--- src/rtl/if_id_reg_pkg.sv ---
// -----------------------------------------------------------------------------
// if_id_reg_pkg
// Shared MIPS encoding constants and IF/ID register types.
//   OP_*        : 6-bit primary opcodes
//   FUNC_*      : 6-bit R-type funct codes
//   INST_TYPE_* : 4-bit instruction type codes used by display/trace logic
//   reg_action_e / select_action : per-cycle update choice of the IF/ID register
// These encodings are also used by the fetch and decode stages.
// -----------------------------------------------------------------------------
package if_id_reg_pkg;

    // Primary opcodes (inst[31:26])
    localparam logic [5:0] OP_RTYPE = 6'b000000;
    localparam logic [5:0] OP_J     = 6'b000010;
    localparam logic [5:0] OP_BEQ   = 6'b000100;
    localparam logic [5:0] OP_BNE   = 6'b000101;
    localparam logic [5:0] OP_ADDI  = 6'b001000;
    localparam logic [5:0] OP_ANDI  = 6'b001100;
    localparam logic [5:0] OP_ORI   = 6'b001101;
    localparam logic [5:0] OP_LW    = 6'b100011;
    localparam logic [5:0] OP_SW    = 6'b101011;

    // R-type funct codes (inst[5:0])
    localparam logic [5:0] FUNC_SLL = 6'b000000;
    localparam logic [5:0] FUNC_SRL = 6'b000010;
    localparam logic [5:0] FUNC_SRA = 6'b000011;
    localparam logic [5:0] FUNC_ADD = 6'b100000;
    localparam logic [5:0] FUNC_SUB = 6'b100010;
    localparam logic [5:0] FUNC_AND = 6'b100100;
    localparam logic [5:0] FUNC_OR  = 6'b100101;
    localparam logic [5:0] FUNC_NOR = 6'b100111;
    localparam logic [5:0] FUNC_SLT = 6'b101010;

    // Instruction type codes reported on ID_ins_type
    localparam logic [3:0] INST_TYPE_NONE = 4'd0;
    localparam logic [3:0] INST_TYPE_ADD  = 4'd1;
    localparam logic [3:0] INST_TYPE_SUB  = 4'd2;
    localparam logic [3:0] INST_TYPE_AND  = 4'd3;
    localparam logic [3:0] INST_TYPE_OR   = 4'd4;
    localparam logic [3:0] INST_TYPE_NOR  = 4'd5;
    localparam logic [3:0] INST_TYPE_SLT  = 4'd6;
    localparam logic [3:0] INST_TYPE_SLL  = 4'd7;
    localparam logic [3:0] INST_TYPE_SRL  = 4'd8;
    localparam logic [3:0] INST_TYPE_SRA  = 4'd9;
    localparam logic [3:0] INST_TYPE_LW   = 4'd10;
    localparam logic [3:0] INST_TYPE_SW   = 4'd11;
    localparam logic [3:0] INST_TYPE_BEQ  = 4'd12;
    localparam logic [3:0] INST_TYPE_BNE  = 4'd13;
    localparam logic [3:0] INST_TYPE_JMP  = 4'd14;

    // What the IF/ID register does on a given edge
    typedef enum logic [1:0] {
        ACT_LOAD  = 2'd0,
        ACT_FLUSH = 2'd1,
        ACT_STALL = 2'd2
    } reg_action_e;

    // Stall wins over squash: a branch still sitting in ID behind a
    // load-use hazard has not resolved, so its squash request is not final.
    function automatic reg_action_e select_action(input logic stall,
                                                  input logic branch,
                                                  input logic jump);
        reg_action_e act;
        if (stall) begin
            act = ACT_STALL;
        end else if (branch || jump) begin
            act = ACT_FLUSH;
        end else begin
            act = ACT_LOAD;
        end
        return act;
    endfunction

endpackage

--- src/rtl/if_id_reg_if.sv ---
// -----------------------------------------------------------------------------
// if_id_reg_if
// Bus between the fetch stage / hazard unit and the IF/ID register.
//   fetch_pc, if_pc4, if_inst : fetched instruction, its address and PC+1
//   id_wpcir                  : 1 = stall (hold register)
//   ctrl_branch, jmp_stall    : squash requests from ID
//   id_*                      : registered instruction presented to decode
//   ID_ins_type/number        : trace classification and PC tag
// modport master: fetch/hazard side; modport slave: the IF/ID register.
// -----------------------------------------------------------------------------
interface if_id_reg_if #(
    parameter int DATA_W = 32,
    parameter int NUM_W  = 4
);
    logic [DATA_W-1:0] fetch_pc;
    logic [DATA_W-1:0] if_pc4;
    logic [DATA_W-1:0] if_inst;
    logic              id_wpcir;
    logic              ctrl_branch;
    logic              jmp_stall;
    logic [DATA_W-1:0] id_inst;
    logic [DATA_W-1:0] id_pc;
    logic [DATA_W-1:0] id_pc4;
    logic              id_valid;
    logic [3:0]        ID_ins_type;
    logic [NUM_W-1:0]  ID_ins_number;

    modport master (
        output fetch_pc, if_pc4, if_inst, id_wpcir, ctrl_branch, jmp_stall,
        input  id_inst, id_pc, id_pc4, id_valid, ID_ins_type, ID_ins_number
    );

    modport slave (
        input  fetch_pc, if_pc4, if_inst, id_wpcir, ctrl_branch, jmp_stall,
        output id_inst, id_pc, id_pc4, id_valid, ID_ins_type, ID_ins_number
    );
endinterface

--- src/rtl/if_id_reg_inst_classify.sv ---
// -----------------------------------------------------------------------------
// inst_classify
// Combinational MIPS instruction classifier.
//   inst     in  DATA_W : instruction word (MIPS layout, DATA_W >= 32)
//   ins_type out 4      : INST_TYPE_* code; NONE for NOP and anything unknown
// -----------------------------------------------------------------------------
module inst_classify
    import if_id_reg_pkg::*;
#(
    parameter int DATA_W = 32
) (
    input  logic [DATA_W-1:0] inst,
    output logic [3:0]        ins_type
);

    logic [5:0] opcode_s;
    logic [5:0] funct_s;
    logic       is_zero_s;
    logic       unused_fields_s;

    assign opcode_s  = inst[31:26];
    assign funct_s   = inst[5:0];
    assign is_zero_s = (inst == {DATA_W{1'b0}});
    // Register/immediate fields do not affect the type
    assign unused_fields_s = ^inst[25:6];

    // Decode opcode/funct into a type code; the all-zero NOP would otherwise decode as SLL
    always_comb begin
        ins_type = INST_TYPE_NONE;
        if (is_zero_s) begin
            ins_type = INST_TYPE_NONE;
        end else begin
            case (opcode_s)
                OP_RTYPE: begin
                    case (funct_s)
                        FUNC_ADD: ins_type = INST_TYPE_ADD;
                        FUNC_SUB: ins_type = INST_TYPE_SUB;
                        FUNC_AND: ins_type = INST_TYPE_AND;
                        FUNC_OR:  ins_type = INST_TYPE_OR;
                        FUNC_NOR: ins_type = INST_TYPE_NOR;
                        FUNC_SLT: ins_type = INST_TYPE_SLT;
                        FUNC_SLL: ins_type = INST_TYPE_SLL;
                        FUNC_SRL: ins_type = INST_TYPE_SRL;
                        FUNC_SRA: ins_type = INST_TYPE_SRA;
                        default:  ins_type = INST_TYPE_NONE;
                    endcase
                end
                OP_ADDI: ins_type = INST_TYPE_ADD;
                OP_ANDI: ins_type = INST_TYPE_AND;
                OP_ORI:  ins_type = INST_TYPE_OR;
                OP_LW:   ins_type = INST_TYPE_LW;
                OP_SW:   ins_type = INST_TYPE_SW;
                OP_BEQ:  ins_type = INST_TYPE_BEQ;
                OP_BNE:  ins_type = INST_TYPE_BNE;
                OP_J:    ins_type = INST_TYPE_JMP;
                default: ins_type = INST_TYPE_NONE;
            endcase
        end
    end

endmodule

--- src/rtl/if_id_reg_sat_cnt.sv ---
// -----------------------------------------------------------------------------
// sat_cnt
// Saturating up-counter for debug statistics.
//   clk, rst : clock, asynchronous active-high reset
//   inc      : count this cycle
//   count    : registered value; sticks at all-ones instead of wrapping
// -----------------------------------------------------------------------------
module sat_cnt #(
    parameter int W = 16
) (
    input  logic         clk,
    input  logic         rst,
    input  logic         inc,
    output logic [W-1:0] count
);

    localparam logic [W-1:0] CNT_MAX = {W{1'b1}};
    localparam logic [W-1:0] CNT_ONE = {{(W-1){1'b0}}, 1'b1};

    logic [W-1:0] count_r;

    // Increment on request until the counter is full
    always_ff @(posedge clk or posedge rst) begin
        if (rst) begin
            count_r <= {W{1'b0}};
        end else if (inc && (count_r != CNT_MAX)) begin
            count_r <= count_r + CNT_ONE;
        end else begin
            count_r <= count_r;
        end
    end

    assign count = count_r;

endmodule

--- src/rtl/if_id_reg.sv ---
// -----------------------------------------------------------------------------
// if_id_reg
// IF/ID pipeline register of the 5-stage MIPS pipeline.
//   clk, rst  : pipeline clock, asynchronous active-high reset
//   bus       : if_id_reg_if.slave - fetch inputs, stall/squash controls,
//               registered instruction, address, PC+1, valid, type and tag
//   stall_cnt : saturating count of stalled cycles
//   flush_cnt : saturating count of cycles where a squash was applied
// Each edge either holds (stall), inserts a bubble (squash) or loads the
// fetched instruction. A bubble keeps the fetch address so the trace shows
// where the squashed slot came from.
// -----------------------------------------------------------------------------
module if_id_reg
    import if_id_reg_pkg::*;
#(
    parameter int DATA_W = 32,
    parameter int NUM_W  = 4,
    parameter int CNT_W  = 16
) (
    input  logic             clk,
    input  logic             rst,
    if_id_reg_if.slave       bus,
    output logic [CNT_W-1:0] stall_cnt,
    output logic [CNT_W-1:0] flush_cnt
);

    reg_action_e       act_s;
    logic [3:0]        fetch_type_s;
    logic              stall_inc_s;
    logic              flush_inc_s;

    logic [DATA_W-1:0] inst_r;
    logic [DATA_W-1:0] pc_r;
    logic [DATA_W-1:0] pc4_r;
    logic              valid_r;
    logic [3:0]        type_r;
    logic [NUM_W-1:0]  num_r;

    // Classify the instruction currently being fetched
    inst_classify #(
        .DATA_W (DATA_W)
    ) u_classify (
        .inst     (bus.if_inst),
        .ins_type (fetch_type_s)
    );

    // Choose this edge's action; flush counts once even with both squash inputs set
    always_comb begin
        act_s = select_action(bus.id_wpcir, bus.ctrl_branch, bus.jmp_stall);
        if (act_s == ACT_STALL) begin
            stall_inc_s = 1'b1;
            flush_inc_s = 1'b0;
        end else if (act_s == ACT_FLUSH) begin
            stall_inc_s = 1'b0;
            flush_inc_s = 1'b1;
        end else begin
            stall_inc_s = 1'b0;
            flush_inc_s = 1'b0;
        end
    end

    // IF/ID pipeline state: hold, bubble or load
    always_ff @(posedge clk or posedge rst) begin
        if (rst) begin
            inst_r  <= {DATA_W{1'b0}};
            pc_r    <= {DATA_W{1'b0}};
            pc4_r   <= {DATA_W{1'b0}};
            valid_r <= 1'b0;
            type_r  <= INST_TYPE_NONE;
            num_r   <= {NUM_W{1'b0}};
        end else begin
            case (act_s)
                ACT_STALL: begin
                    inst_r  <= inst_r;
                    pc_r    <= pc_r;
                    pc4_r   <= pc4_r;
                    valid_r <= valid_r;
                    type_r  <= type_r;
                    num_r   <= num_r;
                end
                ACT_FLUSH: begin
                    inst_r  <= {DATA_W{1'b0}};
                    pc_r    <= bus.fetch_pc;
                    pc4_r   <= bus.if_pc4;
                    valid_r <= 1'b0;
                    type_r  <= INST_TYPE_NONE;
                    num_r   <= bus.fetch_pc[NUM_W-1:0];
                end
                ACT_LOAD: begin
                    inst_r  <= bus.if_inst;
                    pc_r    <= bus.fetch_pc;
                    pc4_r   <= bus.if_pc4;
                    valid_r <= 1'b1;
                    type_r  <= fetch_type_s;
                    num_r   <= bus.fetch_pc[NUM_W-1:0];
                end
                default: begin
                    inst_r  <= inst_r;
                    pc_r    <= pc_r;
                    pc4_r   <= pc4_r;
                    valid_r <= valid_r;
                    type_r  <= type_r;
                    num_r   <= num_r;
                end
            endcase
        end
    end

    sat_cnt #(
        .W (CNT_W)
    ) u_stall_cnt (
        .clk   (clk),
        .rst   (rst),
        .inc   (stall_inc_s),
        .count (stall_cnt)
    );

    sat_cnt #(
        .W (CNT_W)
    ) u_flush_cnt (
        .clk   (clk),
        .rst   (rst),
        .inc   (flush_inc_s),
        .count (flush_cnt)
    );

    assign bus.id_inst       = inst_r;
    assign bus.id_pc         = pc_r;
    assign bus.id_pc4        = pc4_r;
    assign bus.id_valid      = valid_r;
    assign bus.ID_ins_type   = type_r;
    assign bus.ID_ins_number = num_r;

endmodule

--- src/flat_wrapper.sv ---
// flat-port wrapper written by rule: the top's interface ports become plain ports
module if_id_reg_flat import if_id_reg_pkg::*;
#(
    parameter int DATA_W = 32,
    parameter int NUM_W  = 4,
    parameter int CNT_W  = 16
)
  (clk, rst, stall_cnt, flush_cnt, bus_fetch_pc, bus_if_pc4, bus_if_inst, bus_id_wpcir, bus_ctrl_branch, bus_jmp_stall, bus_id_inst, bus_id_pc, bus_id_pc4, bus_id_valid, bus_ID_ins_type, bus_ID_ins_number);
  if_id_reg_if #(.DATA_W(DATA_W), .NUM_W(NUM_W)) bus_i ();
  input  logic clk;
  input  logic rst;
  output logic [CNT_W-1:0] stall_cnt;
  output logic [CNT_W-1:0] flush_cnt;
  input wire logic [$bits(bus_i.fetch_pc)-1:0] bus_fetch_pc;
  input wire logic [$bits(bus_i.if_pc4)-1:0] bus_if_pc4;
  input wire logic [$bits(bus_i.if_inst)-1:0] bus_if_inst;
  input wire logic [$bits(bus_i.id_wpcir)-1:0] bus_id_wpcir;
  input wire logic [$bits(bus_i.ctrl_branch)-1:0] bus_ctrl_branch;
  input wire logic [$bits(bus_i.jmp_stall)-1:0] bus_jmp_stall;
  output wire logic [$bits(bus_i.id_inst)-1:0] bus_id_inst;
  output wire logic [$bits(bus_i.id_pc)-1:0] bus_id_pc;
  output wire logic [$bits(bus_i.id_pc4)-1:0] bus_id_pc4;
  output wire logic [$bits(bus_i.id_valid)-1:0] bus_id_valid;
  output wire logic [$bits(bus_i.ID_ins_type)-1:0] bus_ID_ins_type;
  output wire logic [$bits(bus_i.ID_ins_number)-1:0] bus_ID_ins_number;
  assign bus_i.fetch_pc = bus_fetch_pc;
  assign bus_i.if_pc4 = bus_if_pc4;
  assign bus_i.if_inst = bus_if_inst;
  assign bus_i.id_wpcir = bus_id_wpcir;
  assign bus_i.ctrl_branch = bus_ctrl_branch;
  assign bus_i.jmp_stall = bus_jmp_stall;
  assign bus_id_inst = bus_i.id_inst;
  assign bus_id_pc = bus_i.id_pc;
  assign bus_id_pc4 = bus_i.id_pc4;
  assign bus_id_valid = bus_i.id_valid;
  assign bus_ID_ins_type = bus_i.ID_ins_type;
  assign bus_ID_ins_number = bus_i.ID_ins_number;
  if_id_reg #(.DATA_W(DATA_W), .NUM_W(NUM_W), .CNT_W(CNT_W)) u_core (.clk(clk), .rst(rst), .bus(bus_i), .stall_cnt(stall_cnt), .flush_cnt(flush_cnt));
endmodule
--- config.mk ---
export PLATFORM = sky130hd
export DESIGN_NAME = if_id_reg_flat
export DESIGN_NICKNAME = d
export VERILOG_FILES = /design/src/rtl/if_id_reg_pkg.sv /design/src/rtl/if_id_reg_if.sv /design/src/rtl/if_id_reg_inst_classify.sv /design/src/rtl/if_id_reg_sat_cnt.sv /design/src/rtl/if_id_reg.sv /design/src/flat_wrapper.sv
export SDC_FILE = /design/constraint.sdc
export NUM_CORES = 1
export LEC_CHECK = 0
export BUFFER_PORTS_ARGS = -buffer_cell sky130_fd_sc_hd__buf_4
export CAP_MARGIN = 25
export CORE_MARGIN = 2
export CORE_UTILIZATION = 40
export CTS_BUF_LIST = sky130_fd_sc_hd__clkbuf_8 sky130_fd_sc_hd__clkbuf_16
export DETAILED_ROUTE_END_ITERATION = 8
export HOLD_SLACK_MARGIN = 0.02
export MAX_ROUTING_LAYER = met4
export PLACE_DENSITY = 0.69
export REMOVE_ABC_BUFFERS = 1
export SYNTH_ARGS = -nofsm -noshare
export SYNTH_HDL_FRONTEND = slang
export SYNTH_SLANG_ARGS = --single-unit
--- constraint.sdc ---
create_clock -name clk -period 5.34 [get_ports clk]
set_clock_uncertainty 0.2 [all_clocks]
set_input_delay 0.534 -clock clk [delete_from_list [all_inputs] [get_ports clk]]
set_output_delay 0.534 -clock clk [all_outputs]
set_load 0.02 [all_outputs]
Word level (Yosys, flattened, before mapping)
Cells that the tools add are included.
{"block": "totals", "reg_bits": 137, "input_bits": 101, "out_inout_bits": 137, "word_cells": 50}
{"block": "classes", "n_addsub": 2, "n_eq_ne": 20, "muxes": 11, "n_reduce_logical": 9}
{"operator": "$pmux 4 s9", "n": 2}
{"operator": "$pmux 32 s2", "n": 1}
{"operator": "$eq 6x6->1 const B", "n": 8}
{"operator": "$add 16x1->16 const B", "n": 2}
{"operator": "$logic_not 32->1", "n": 1}
{"operator": "$ne 16x16->1 const B", "n": 2}
{"operator": "$eq 6x2->1 const B", "n": 3}
{"operator": "$eq 6x4->1 const B", "n": 3}
{"operator": "$eq 6x3->1 const B", "n": 2}
{"operator": "$logic_not 6->1", "n": 2}
{"operator": "$pmux 4 s2", "n": 1}
{"operator": "$mux 1", "n": 4}
{"operator": "$mux 4", "n": 1}
{"operator": "$eq 2x1->1 const B", "n": 1}
{"operator": "$eq 2x2->1 const B", "n": 1}
{"operator": "$logic_and 1x1->1", "n": 2}
{"operator": "$logic_not 2->1", "n": 1}
{"operator": "$mux 2", "n": 1}
{"operator": "$pmux 1 s2", "n": 1}
{"operator": "$reduce_bool 2->1", "n": 1}
{"operator": "$reduce_or 2->1", "n": 1}
{"operator": "$logic_or 1x1->1", "n": 1}

Logic depth before layout (Yosys ltp)
Gate-level depths: netlist (run 1).
{"block": "depth", "word_depth": 7, "mapped_depth": 6, "depth_no_buf": 6}

Cells and area by module
Synthesis (run 1) repeated with hierarchy kept, for this count alone.
{"block": "hier_totals", "hier_cells": 463, "hier_area_um2": 5985.7}
{"module": "if_id_reg", "n_inst": 1, "cells_per_inst": 265, "area_each_um2": 4017.6, "seq_area_each_um2": 2527.4}
{"module": "sat_cnt", "n_inst": 2, "cells_per_inst": 71, "area_each_um2": 805.8, "seq_area_each_um2": 400.4}
{"module": "inst_classify", "n_inst": 1, "cells_per_inst": 56, "area_each_um2": 356.6, "seq_area_each_um2": 0.0}

Least setup slack after synthesis (run 1)
Ideal clock, no wire load.
{"block": "synth_timing", "kind": "in2reg", "from": "input port bus_if_inst[26]", "to": "register u_core.type_r[1] (netlist: u_core.bus.ID_ins_type[1])", "setup_ps": 121, "t_arrival_ps": 2181, "required_time_ps": 5019, "path_slack_ps": 2838, "stages": 6, "path_buffers": 1, "cell_sequence": "buf_6 > or3_4 > or4_4 > o41a_1 > nor2b_4 > a22o_1"}
{"block": "synth_via", "elab_chain_len": 4, "word_cells_on_any_way": 13, "cone_classes": "8 x eq/ne; 3 x mux; 2 x reduce/logical"}
{"item": "start: declaration", "line_no": "flat_wrapper.sv:16", "text": "input wire logic [$bits(bus_i.if_inst)-1:0] bus_if_inst;"}
{"item": "$eq 6x2->1, or another cell as far along", "line_no": "if_id_reg_inst_classify.sv:33", "text": "case (opcode_s)"}
{"item": "$pmux 4 s9", "line_no": "if_id_reg_inst_classify.sv:33"}
{"item": "$mux 4 *", "line_no": "if_id_reg_inst_classify.sv:30", "text": "if (is_zero_s) begin"}
{"item": "$pmux 4 s2 *", "line_no": "if_id_reg.sv:72", "text": "case (act_s)"}
{"item": "end signal: assignment", "line_no": "if_id_reg.sv:78", "text": "type_r <= type_r;"}
{"item": "end signal: assignment", "line_no": "if_id_reg.sv:94", "text": "type_r <= fetch_type_s;"}
{"item": "end signal: assignment", "line_no": "if_id_reg.sv:102", "text": "type_r <= type_r;"}
{"item": "end: declaration", "line_no": "if_id_reg.sv:36", "text": "logic [3:0] type_r;"}
Every way passes the cells marked *; elsewhere a longest branch is shown, timed or not.
A chain may end at the register's enable or synchronous reset.

Worst setup path after layout (run 1)
{"block": "layout_timing", "from": "input port bus_if_inst[26]", "to": "register u_core.type_r[2] (netlist: u_core.bus.ID_ins_type[2])"}
The elaborated chain is that of the path after synthesis.

==> results by group, run 1 <==
Status
  – Status: finished clean

CTS
  – CTS tree: built
  – Clk_lat worst skew: 0.41 ns
  – Num CTS Buffers: 17
  – Clock-pin transition on the worst setup and hold timing paths: 0.06 ns
  – Max clock buf depth: 2
  – Clk Tree Root Cell: clkbuf_16
  – CTS sink count: about 130
  – Post_cts resized: 0
  – H-tree depth: 4

Timing
  – Tcrit/Tclk final: between 40% and 50%
  – RSZ-0062 raised after global routing: no
  – Final hold vios: 0
  – Slew HR: 49.1%
  – Slew Viols, Final: 0
  – Minimum clock period: around 2.2 ns
  – Final TNS setup: 0 ns
  – Achievable frequency: 455 MHz
  – Worst-Margin Slew: around 0.76 ns
  – Setup slack after layout: around 3.1 ns
  – Finish-stage setup viols: 0

Worst setup path
  – CP max FO: 10
  – Required time worst endpoint: ~5.4 ns
  – Crit path buf inv count: 1
  – Setup crit end kind: register
  – Critical-path top delay cell: or4_4
  – CP top delay family: simple AND/OR/NAND/NOR gates
  – Critical Path AT: approximately 2.3 ns
  – Cell Chain, Critical Path: buf_4, or3_4, or4_4, o41a_1, nor2b_4, a22o_1
  – CP endpoint: u_core.bus.ID_ins_type[2]$_DFFE_PP0P_
  – Startpoint types: primary input
  – Startpoint of the worst-slack reg-to-reg timing path: u_core.u_flush_cnt.count[0]$_DFFE_PP0P_
  – FF-to-FF path depth: 6
  – Crit Reg-Reg Endpoint: u_core.u_flush_cnt.count[14]$_DFFE_PP0P_
  – Kind of critical path: primary input to register
  – Critical path depth: 6
  – CP max stage delay: roughly 0.45 ns
  – CP Launch Point: bus_if_inst[26]
  – R2R Setup Slk: around 3.2 ns

Floorplanning
  – Die Area: 14600 um^2
  – Die height: between 100 and 150 um
  – CORE AREA: 13300 um^2
  – Row count: 42
  – Die width: between 100 and 150 um
  – I/O pin count: around 240
  – Starting Density: around two fifths

Synth
  – XOR/XNOR Fraction of Synth Area: approximately 4.3%
  – Synth Area in Simple Gates: a little under a tenth
  – Largest family of logic cells by synthesized area: multiplexers
  – Primary FF master, synth: dfrtp_1
  – Post-synthesis mux area share: between 10% and 20%
  – Cells after Synth: 408
  – Syn_area_per_cell: about 13 um^2
  – Yosys Warn Count: 0
  – EDFF count, synth: 0
  – Synth Area in Compound Gates: under 10%
  – Synthesized cell area: about 5500 um^2
  – Register area share after synthesis: around three fifths
  – Seq cells post-synth: 133
  – Synth cell types: 45
  – Post-synthesis adder-cell area fraction: less than 1%
  – Async S/R FF share, synth: 100%

Global routing
  – Global-route wire length before repair: between 20000 and 25000 um
  – GRT Overall Usage: between 20% and 30%
  – GRT overflow: 0
  – Vias in the first global route: ~4.5k
  – Largest net degree at the start of global routing: 82
  – Antenna violations before repair: 0

Placement
  – DP Wirelength: between 10000 and 15000 um
  – Dpl ws: roughly 2.7 ns
  – Routability Congestion: 0.853
  – Input/output buffers: between 200 and 250

Drt
  – # DRC: 0
  – Final WL: approximately 15000 um
  – Post-route ant nets: 0
  – Drt pass-1 iters: 4
  – DR iter-0 viols: 278
  – Via density: between 5 and 6
  – Drt wl/cell: approximately 18 um
  – Via count: ~4.3k

Pwr
  – Pwr dens: between 300 and 400 nW/um^2
  – LEAKAGE: ~3.9 nW
  – Max VDD drop: 224 uV

Final layout
  – Final Util: 60.9%
  – P&R area growth vs syn: 48.1%
  – Fill count: ~1.1k
  – Commonest cells after routing, fill and taps aside: 240 x buf_4, 133 x dfrtp_1, 66 x mux2_2
  – Area of the multi-input gates: a little over 2000 um^2
  – Nets: around 750
  – Reg area: about 3300 um^2
  – Commonest non-fill, non-tap cell in the layout: buf_4
  – N_diodes: 0
  – Ratio of cells with drive above 1 in the final layout: a little over half

Job
  – Max-Cap Viols: 0

Min path
  – Hold Crit Class: primary input to register
-- power by group --
| part | internal, mW | switching [mW] | leakage (nW) |
|---|---|---|---|
| Clock | 0.871 | 0.438 | 0.326 |
| Sequential | 1.12 | 0.106 | 1.67 |
| Combinational | 0.301 | 0.324 | 1.92 |
-- logic make-up (layout without fill, tap and decap cells) --
group,Yosys count,in the layout
AOI/OAI and AO/OA,62,62
xor gates and xnor gates,27,27
adders and majority gates,2,2
buffers and inverters,26,279
DFF,133,133
muxes,67,67
and+or+nand+nor,91,91
-- metrics by stage --
| step | power [mW] | instances | area (um^2) | hold WS (ns) |
|---|---|---|---|---|
| after floorplan | 1.54 | 387 | 5360 | 0.390 |
| after global placement | 1.85 | 803 | 7390 | 0.268 |
| after detailed placement | 1.87 | 803 | 7390 | 0.275 |
| after CTS | 3.18 | 835 | 8050 | 0.126 |
| after global routing | 3.29 | 837 | 8090 | 0.128 |
| final | 3.16 | 837 | 8090 | 0.145 |
-- worst register-to-register path, stage by stage (launching register included) --
cell and delay (ns):
dfrtp_1 0.44, ha_1 0.20, and3_1 0.23, nor4b_1 0.44, and3b_1 0.28, nand4_1 0.12
xnor2_1 0.14
-- registers in the layout (all words and copies together), names as in the netlist --
register / cells
u_core.bus.ID_ins_type: 4
u_core.bus.id_inst: 32
u_core.u_flush_cnt.count: 16
u_core.u_stall_cnt.count: 16
u_core.bus.id_pc4: 32
u_core.bus.id_valid: 1
u_core.bus.id_pc: 29
u_core.bus.ID_ins_number: 3
-- area by class of cell --
class                   instances  share of cell area, %
flip-flops and latches        133                   41.1
clock inverters                15                   2.91
repair buffers                242                   22.7
multi-input cells             249                   25.0
clock buffers                  17                   5.26
well taps                     176                   2.72
inverters                       5                  0.263
-- synth_stat cells (2+ instances only) --
| library cell | n | share of area, % |
|---|---|---|
| nand3_1 | 10 | 0.92 |
| nor2_1 | 13 | 0.89 |
| buf_1 | 3 | 0.21 |
| and4_1 | 2 | 0.32 |
| o21bai_1 | 2 | 0.27 |
| nor2b_1 | 3 | 0.34 |
| nand2b_1 | 2 | 0.23 |
| and3b_1 | 2 | 0.32 |
| buf_4 | 4 | 0.55 |
| a21oi_1 | 8 | 0.73 |
| or3_1 | 2 | 0.23 |
| clkbuf_1 | 13 | 0.89 |
| and3_1 | 4 | 0.46 |
| and2_1 | 2 | 0.23 |
| mux2_2 | 66 | 14 |
| o21ai_0 | 5 | 0.46 |
| a21o_1 | 2 | 0.27 |
| o41ai_1 | 2 | 0.32 |
| nand2_1 | 14 | 0.96 |
| xnor2_1 | 21 | 3.4 |
| ha_1 | 2 | 0.46 |
| a22o_1 | 35 | 5.6 |
| xor2_1 | 6 | 0.96 |
| nor3_1 | 8 | 0.73 |
| inv_1 | 5 | 0.34 |
| nor4_1 | 9 | 1.0 |
| nand4_1 | 13 | 1.5 |
| dfrtp_1 | 133 | 61 |
-- layer usage --
metal	GRT usage, %	vias up	wire [um]
met2	35.6	123	7940
met1	25.5	2152	5920
met4	8.50	0	346
met3	5.03	31	691
li1	-	1974	-
met5	-	-	0
-- how the worst min path moves through the flow --
stage	startpoint	cells past startpoint	to	slack, ns
floorplan	u_core.u_stall_cnt.count[15]$_DFFE_PP0P_	1	u_core.u_stall_cnt.count[15]$_DFFE_PP0P_	0.39
CTS	bus_if_inst[17]	2	u_core.bus.id_inst[17]$_DFFE_PP0P_	0.13
finish	bus_if_inst[17]	2	u_core.bus.id_inst[17]$_DFFE_PP0P_	0.14
global placement	u_core.bus.id_valid$_DFFE_PP0P_	1	u_core.bus.id_valid$_DFFE_PP0P_	0.27
detailed placement	u_core.bus.id_valid$_DFFE_PP0P_	1	u_core.bus.id_valid$_DFFE_PP0P_	0.27
global route	bus_fetch_pc[6]	2	u_core.bus.id_pc[6]$_DFFE_PP0P_	0.13
-- repair_timing --
| action | CTS | global route |
|---|---|---|
| setup endpoints to repair | 0 | 0 |
| hold buffers | 0 | 1 |
| hold endpoints to repair | 0 | 14 |
| setup buffers | 0 | 0 |
(Power assumes the default switching activity.)
==> run 2, diff against run 1 <==
==> constraint.sdc (replaced) <==
create_clock -name clk -period 2.1 [get_ports clk]
set_clock_uncertainty 0.2 [all_clocks]
set_input_delay 0.21 -clock clk [delete_from_list [all_inputs] [get_ports clk]]
set_output_delay 0.21 -clock clk [all_outputs]
set_load 0.02 [all_outputs]
==> results by group, run 2 (synthesis results as in run 1) <==
Status
  – Status: finished clean

Worst setup path
  – CP Launch Point: bus_if_inst[31]
  – Setup crit end kind: register
  – CP max stage delay: ~0.55 ns
  – Crit Reg-Reg Endpoint: u_core.u_stall_cnt.count[1]$_DFFE_PP0P_
  – R2R Setup Slk: 0.14 ns
  – CP top delay family: buffers and inverters
  – Required time worst endpoint: 2.20 ns
  – Startpoint types: primary input
  – Critical Path AT: between 2 and 2.5 ns
  – Critical path depth: 6
  – Critical-path top delay cell: dlygate4sd3_1
  – Kind of critical path: primary input to register
  – CP max FO: 8
  – Startpoint of the worst-slack reg-to-reg timing path: u_core.u_stall_cnt.count[4]$_DFFE_PP0P_
  – CP endpoint: u_core.bus.ID_ins_type[1]$_DFFE_PP0P_
  – Cell Chain, Critical Path: dlygate4sd3_1, buf_4, or4_4, o41a_1, nor2b_4, a22o_1
  – Crit path buf inv count: 2
  – FF-to-FF path depth: 5

Timing
  – Achievable frequency: slightly below 500 MHz
  – Worst-Margin Slew: roughly 0.50 ns
  – Finish-stage setup viols: 0
  – Final hold vios: 0
  – Slew Viols, Final: 0
  – Tcrit/Tclk final: a little under 100%
  – Hold Worst Slack: between 0.04 and 0.05 ns
  – Minimum clock period: around 2.0 ns
  – Final TNS setup: 0 ns
  – Setup slack after layout: between 0.07 and 0.08 ns
  – Slew HR: 66.5%

Final layout
  – Design area: roughly 9200 um^2
  – Commonest cells after routing, fill and taps aside: 247 x buf_4, 133 x dfrtp_1, 101 x dlygate4sd3_1
  – N_diodes: 0
  – Fill count: between 900 and 1k
  – P&R area growth vs syn: 67.9%
  – Commonest non-fill, non-tap cell in the layout: buf_4
  – Ratio of cells with drive above 1 in the final layout: a little under half
  – Nets: 860

Global routing
  – Global-route wire length before repair: approximately 27000 um
  – GRT Overall Usage: between 20 and 25%
  – Antenna violations before repair: 0
  – GRT overflow: 0
  – Vias in the first global route: between 5k and 6k
  – Largest net degree at the start of global routing: slightly below 100

CTS
  – Clk Tree Root Cell: clkbuf_16
  – H-tree depth: 4
  – CTS sink count: 133
  – CTS tree: built
  – Max clock buf depth: 2
  – Clock-pin transition on the worst setup and hold timing paths: around 0.06 ns
  – Setup repair bufs after CTS: 0
  – Num CTS Buffers: 17
  – Clk_lat worst skew: around 0.42 ns

Floorplanning
  – CORE AREA: ~13000 um^2
  – Die width: about 120 um
  – Die height: between 100 and 150 um
  – I/O pin count: 238
  – Row count: between 40 and 50
  – Starting Density: between 40% and 50%
  – Die Area: about 15000 um^2

Pwr
  – Tot Pwr: slightly below 8 mW
  – Max VDD drop: approximately 530 uV
  – LEAKAGE: between 4 and 5 nW
  – Pwr dens: roughly 860 nW/um^2

Drt
  – # DRC: 0
  – Post-route ant nets: 0
  – Via density: ~5
  – Via count: roughly 4.7k
  – Drt pass-1 iters: 6
  – Final WL: about 17000 um
  – Drt wl/cell: 18.2 um
  – DR iter-0 viols: 180

Placement
  – Placement Cell Area: around 7500 um^2
  – Dpl ws: -0.142 ns
  – Routability Congestion: between 0.8 and 0.9
  – Input/output buffers: 237
  – DP Wirelength: approximately 11000 um

Min path
  – Hold Crit Class: primary input to async pin

Job
  – Max-Cap Viols: 0
-- run 2: routing by layer --
| layer | vias to the layer above | track usage (%) | wire, um |
|---|---|---|---|
| li1 | 2196 | - | - |
| met1 | 2322 | 27.5 | 6710 |
| met2 | 168 | 42.2 | 9130 |
| met3 | 50 | 6.34 | 776 |
| met4 | 0 | 11.3 | 609 |
| met5 | - | - | 0 |
-- run 2: per-stage QoR --
stage | cells | utilization, %
detailed placement | 814 | 56.5
finish | 946 | 69.0
global placement | 814 | 56.5
global route | 946 | 69.0
CTS | 947 | 68.6
floorplan | 387 | -
-- run 2: layout make-up --
| cell class | instances | area, um^2 | share of cell area, % |
|---|---|---|---|
| well taps | 176 | 220 | 2.40 |
| multi-input cells | 249 | 2080 | 22.7 |
| clock buffers | 22 | 494 | 5.39 |
| clock inverters | 10 | 104 | 1.13 |
| flip-flops and latches | 133 | 3330 | 36.3 |
| inverters | 5 | 21.3 | 0.232 |
| repair buffers | 351 | 2930 | 31.9 |
-- run 2: worst min-delay path, stage by stage --
cell and delay [ns]:
dlygate4sd3_1 0.53, buf_4 0.14, inv_4 0.15
-- run 2: worst min path at each step --
stage,depth (start not counted),startpoint,end
floorplan,1,bus_id_wpcir,u_core.bus.id_valid$_DFFE_PP0P_
global placement,2,rst,u_core.bus.id_pc4[3]$_DFFE_PP0P_
detailed placement,2,rst,u_core.bus.id_pc[6]$_DFFE_PP0P_
CTS,3,bus_id_wpcir,u_core.u_stall_cnt.count[0]$_DFFE_PP0P_
global route,3,rst,u_core.bus.id_pc4[17]$_DFFE_PP0P_
finish,3,rst,u_core.bus.id_pc4[10]$_DFFE_PP0P_
-- run 2: power by group --
group / internal [mW] / switching [mW] / total (mW) / leakage, nW
logic: 0.920 / 0.915 / 1.84 / 2.40
registers: 2.85 / 0.263 / 3.12 / 1.67
clock network: 1.89 / 1.08 / 2.97 / 0.304
-- run 2: repair_timing --
item                                   in CTS  in global routing
gates resized for setup                     0                 10
setup endpoints to repair                   0                  5
hold buffers                              101                  0
endpoints found under the hold margin     230                  0
==> run 3, diff against run 2 <==
--- a/config.mk
+++ b/config.mk
@@ -5,7 +5,7 @@
 export SDC_FILE = /design/constraint.sdc
 export NUM_CORES = 1
 export LEC_CHECK = 0
-export BUFFER_PORTS_ARGS = -buffer_cell sky130_fd_sc_hd__buf_4
+export BUFFER_PORTS_ARGS = -buffer_cell sky130_fd_sc_hd__buf_2
 export CAP_MARGIN = 25
 export CORE_MARGIN = 2
 export CORE_UTILIZATION = 40
==> results by group, run 3 (synthesis results as in run 1) <==
Placement
  – DP Wirelength: between 10000 and 15000 um
  – Input/output buffers: roughly 240
  – Placement Cell Area: 6980 um^2
  – Routability Congestion: a little under 0.9

Global routing
  – Largest net degree at the start of global routing: 75
  – Global-route wire length before repair: ~26000 um
  – Antenna violations before repair: 0
  – GRT Overall Usage: roughly a quarter
  – Vias in the first global route: 5123
  – GRT overflow: 0

Floorplanning
  – Die width: ~120 um
  – I/O pin count: 238
  – Starting Density: between 40% and 50%
  – Die Area: about 15000 um^2
  – Die height: 121 um
  – CORE AREA: between 10000 and 15000 um^2
  – Row count: 42

Timing
  – Minimum clock period: 2.01 ns
  – Tcrit/Tclk final: a little over nine tenths
  – Final TNS setup: 0 ns
  – Final hold vios: 0
  – Worst-Margin Slew: ~0.46 ns
  – Slew Viols, Final: 0
  – Slew HR: a little over two thirds
  – Finish-stage setup viols: 0
  – RSZ-0062 raised after global routing: no
  – Achievable frequency: ~500 MHz

Worst setup path
  – Cell Chain, Critical Path: dlygate4sd3_1, buf_2, nor4_1, buf_4, nand4_1, o41a_1, nor2b_4, a22o_1
  – R2R Setup Slk: around 0.14 ns
  – Required time worst endpoint: between 2 and 2.5 ns
  – Critical Path AT: approximately 2.1 ns
  – Startpoint types: primary input
  – Startpoint of the worst-slack reg-to-reg timing path: u_core.u_stall_cnt.count[4]$_DFFE_PP0P_
  – Setup crit end kind: register
  – CP max FO: 3
  – Kind of critical path: primary input to register
  – Critical-path top delay cell: dlygate4sd3_1
  – CP max stage delay: approximately 0.54 ns
  – FF-to-FF path depth: 5
  – Crit Reg-Reg Endpoint: u_core.u_stall_cnt.count[1]$_DFFE_PP0P_

Final layout
  – Nets: roughly 860
  – Fill count: between 900 and 1k
  – N_diodes: 0
  – Design area: roughly 8600 um^2
  – Ratio of cells with drive above 1 in the final layout: around 47%
  – P&R area growth vs syn: 58.0%
  – Commonest cells after routing, fill and taps aside: 234 x buf_2, 133 x dfrtp_1, 99 x dlygate4sd3_1
  – Commonest non-fill, non-tap cell in the layout: buf_2

Drt
  – Via density: between 5 and 6
  – Drt wl/cell: about 18 um
  – Via count: between 4k and 5k
  – Post-route ant nets: 0
  – # DRC: 0
  – DR iter-0 viols: 297
  – Final WL: around 17000 um
  – Drt pass-1 iters: 5

CTS
  – CTS sink count: between 100 and 150
  – Setup repair bufs after CTS: 0
  – Num CTS Buffers: 17
  – Clk Tree Root Cell: clkbuf_16
  – Max clock buf depth: 2
  – H-tree depth: 4
  – Clock-pin transition on the worst setup and hold timing paths: 0.06 ns
  – CTS tree: built
  – Clk_lat worst skew: 0.41 ns

Pwr
  – LEAKAGE: 4.25 nW
  – Max VDD drop: 543 uV
  – Pwr dens: 916 nW/um^2

Status
  – Status: finished clean

Job
  – Max-Cap Viols: 0

Min path
  – Min-Delay Endpoint: u_core.bus.id_inst[31]$_DFFE_PP0P_
  – Min-delay src: bus_id_wpcir
  – Hold depth: 2
  – Hold Crit Class: primary input to register
[run 3: worst max-delay path, delay by kind of cell]
family | cells | cell delay (ns)
and+or+nand+nor | 3 | 0.47
buffers and inverters | 3 | 0.84
AOI/OAI and AO/OA | 2 | 0.60
[run 3: layer usage]
metal	track usage, %	vias up	part of all wire [%]
li1	-	2194	-
met1	28.0	2326	40
met2	39.8	187	52
met3	4.98	45	5.0
met4	11.3	0	3.3
met5	-	-	0
[run 3: power breakdown]
group | switching (mW) | internal (mW) | leakage [nW]
Sequential | 0.248 | 2.85 | 1.67
Clock | 1.12 | 2.09 | 0.318
Combinational | 0.890 | 0.701 | 2.26
[run 3: cell type report]
type,count,area [um^2],area share [%]
clock buffers,17,425,4.93
clock inverters,15,213,2.46
inverters,5,21.3,0.246
multi-input cells,249,2060,23.9
flip-flops and latches,133,3330,38.5
well taps,176,220,2.55
repair buffers,355,2360,27.4
[run 3: worst max path at each step]
stage	startpoint	end	slack, ns	cells after the start
after CTS	bus_if_inst[21]	u_core.bus.ID_ins_type[3]$_DFFE_PP0P_	0.02	8
after global routing	u_core.u_stall_cnt.count[1]$_DFFE_PP0P_	u_core.u_stall_cnt.count[14]$_DFFE_PP0P_	0.01	7
after detailed placement	bus_if_inst[26]	u_core.bus.ID_ins_type[2]$_DFFE_PP0P_	-0.13	6
after floorplan	rst	u_core.bus.ID_ins_number[0]$_DFFE_PP0P_	-1.86	1
final	bus_if_inst[11]	u_core.bus.ID_ins_type[3]$_DFFE_PP0P_	0.09	8
after global placement	bus_if_inst[26]	u_core.bus.ID_ins_type[3]$_DFFE_PP0P_	-0.09	6
[run 3: through the flow]
stage               power [mW]  setup slack, ns  hold slack, ns  util, %  std cells
finish                    7.91           0.0942          0.0431     64.9        950
global route              8.24          0.00957          0.0501     64.9        950
CTS                       7.93           0.0153          0.0351     64.7        952
detailed placement        4.56           -0.128          0.0595     52.5        821
global placement          4.51          -0.0935          0.0520     52.5        821
floorplan                 3.91            -1.86           0.127        -        387
[run 3: repair_timing]
action | CTS | global route
hold endpoints to repair | 173 | 0
gates resized for setup | 0 | 6
hold buffers | 99 | 0
setup endpoints to repair | 0 | 7
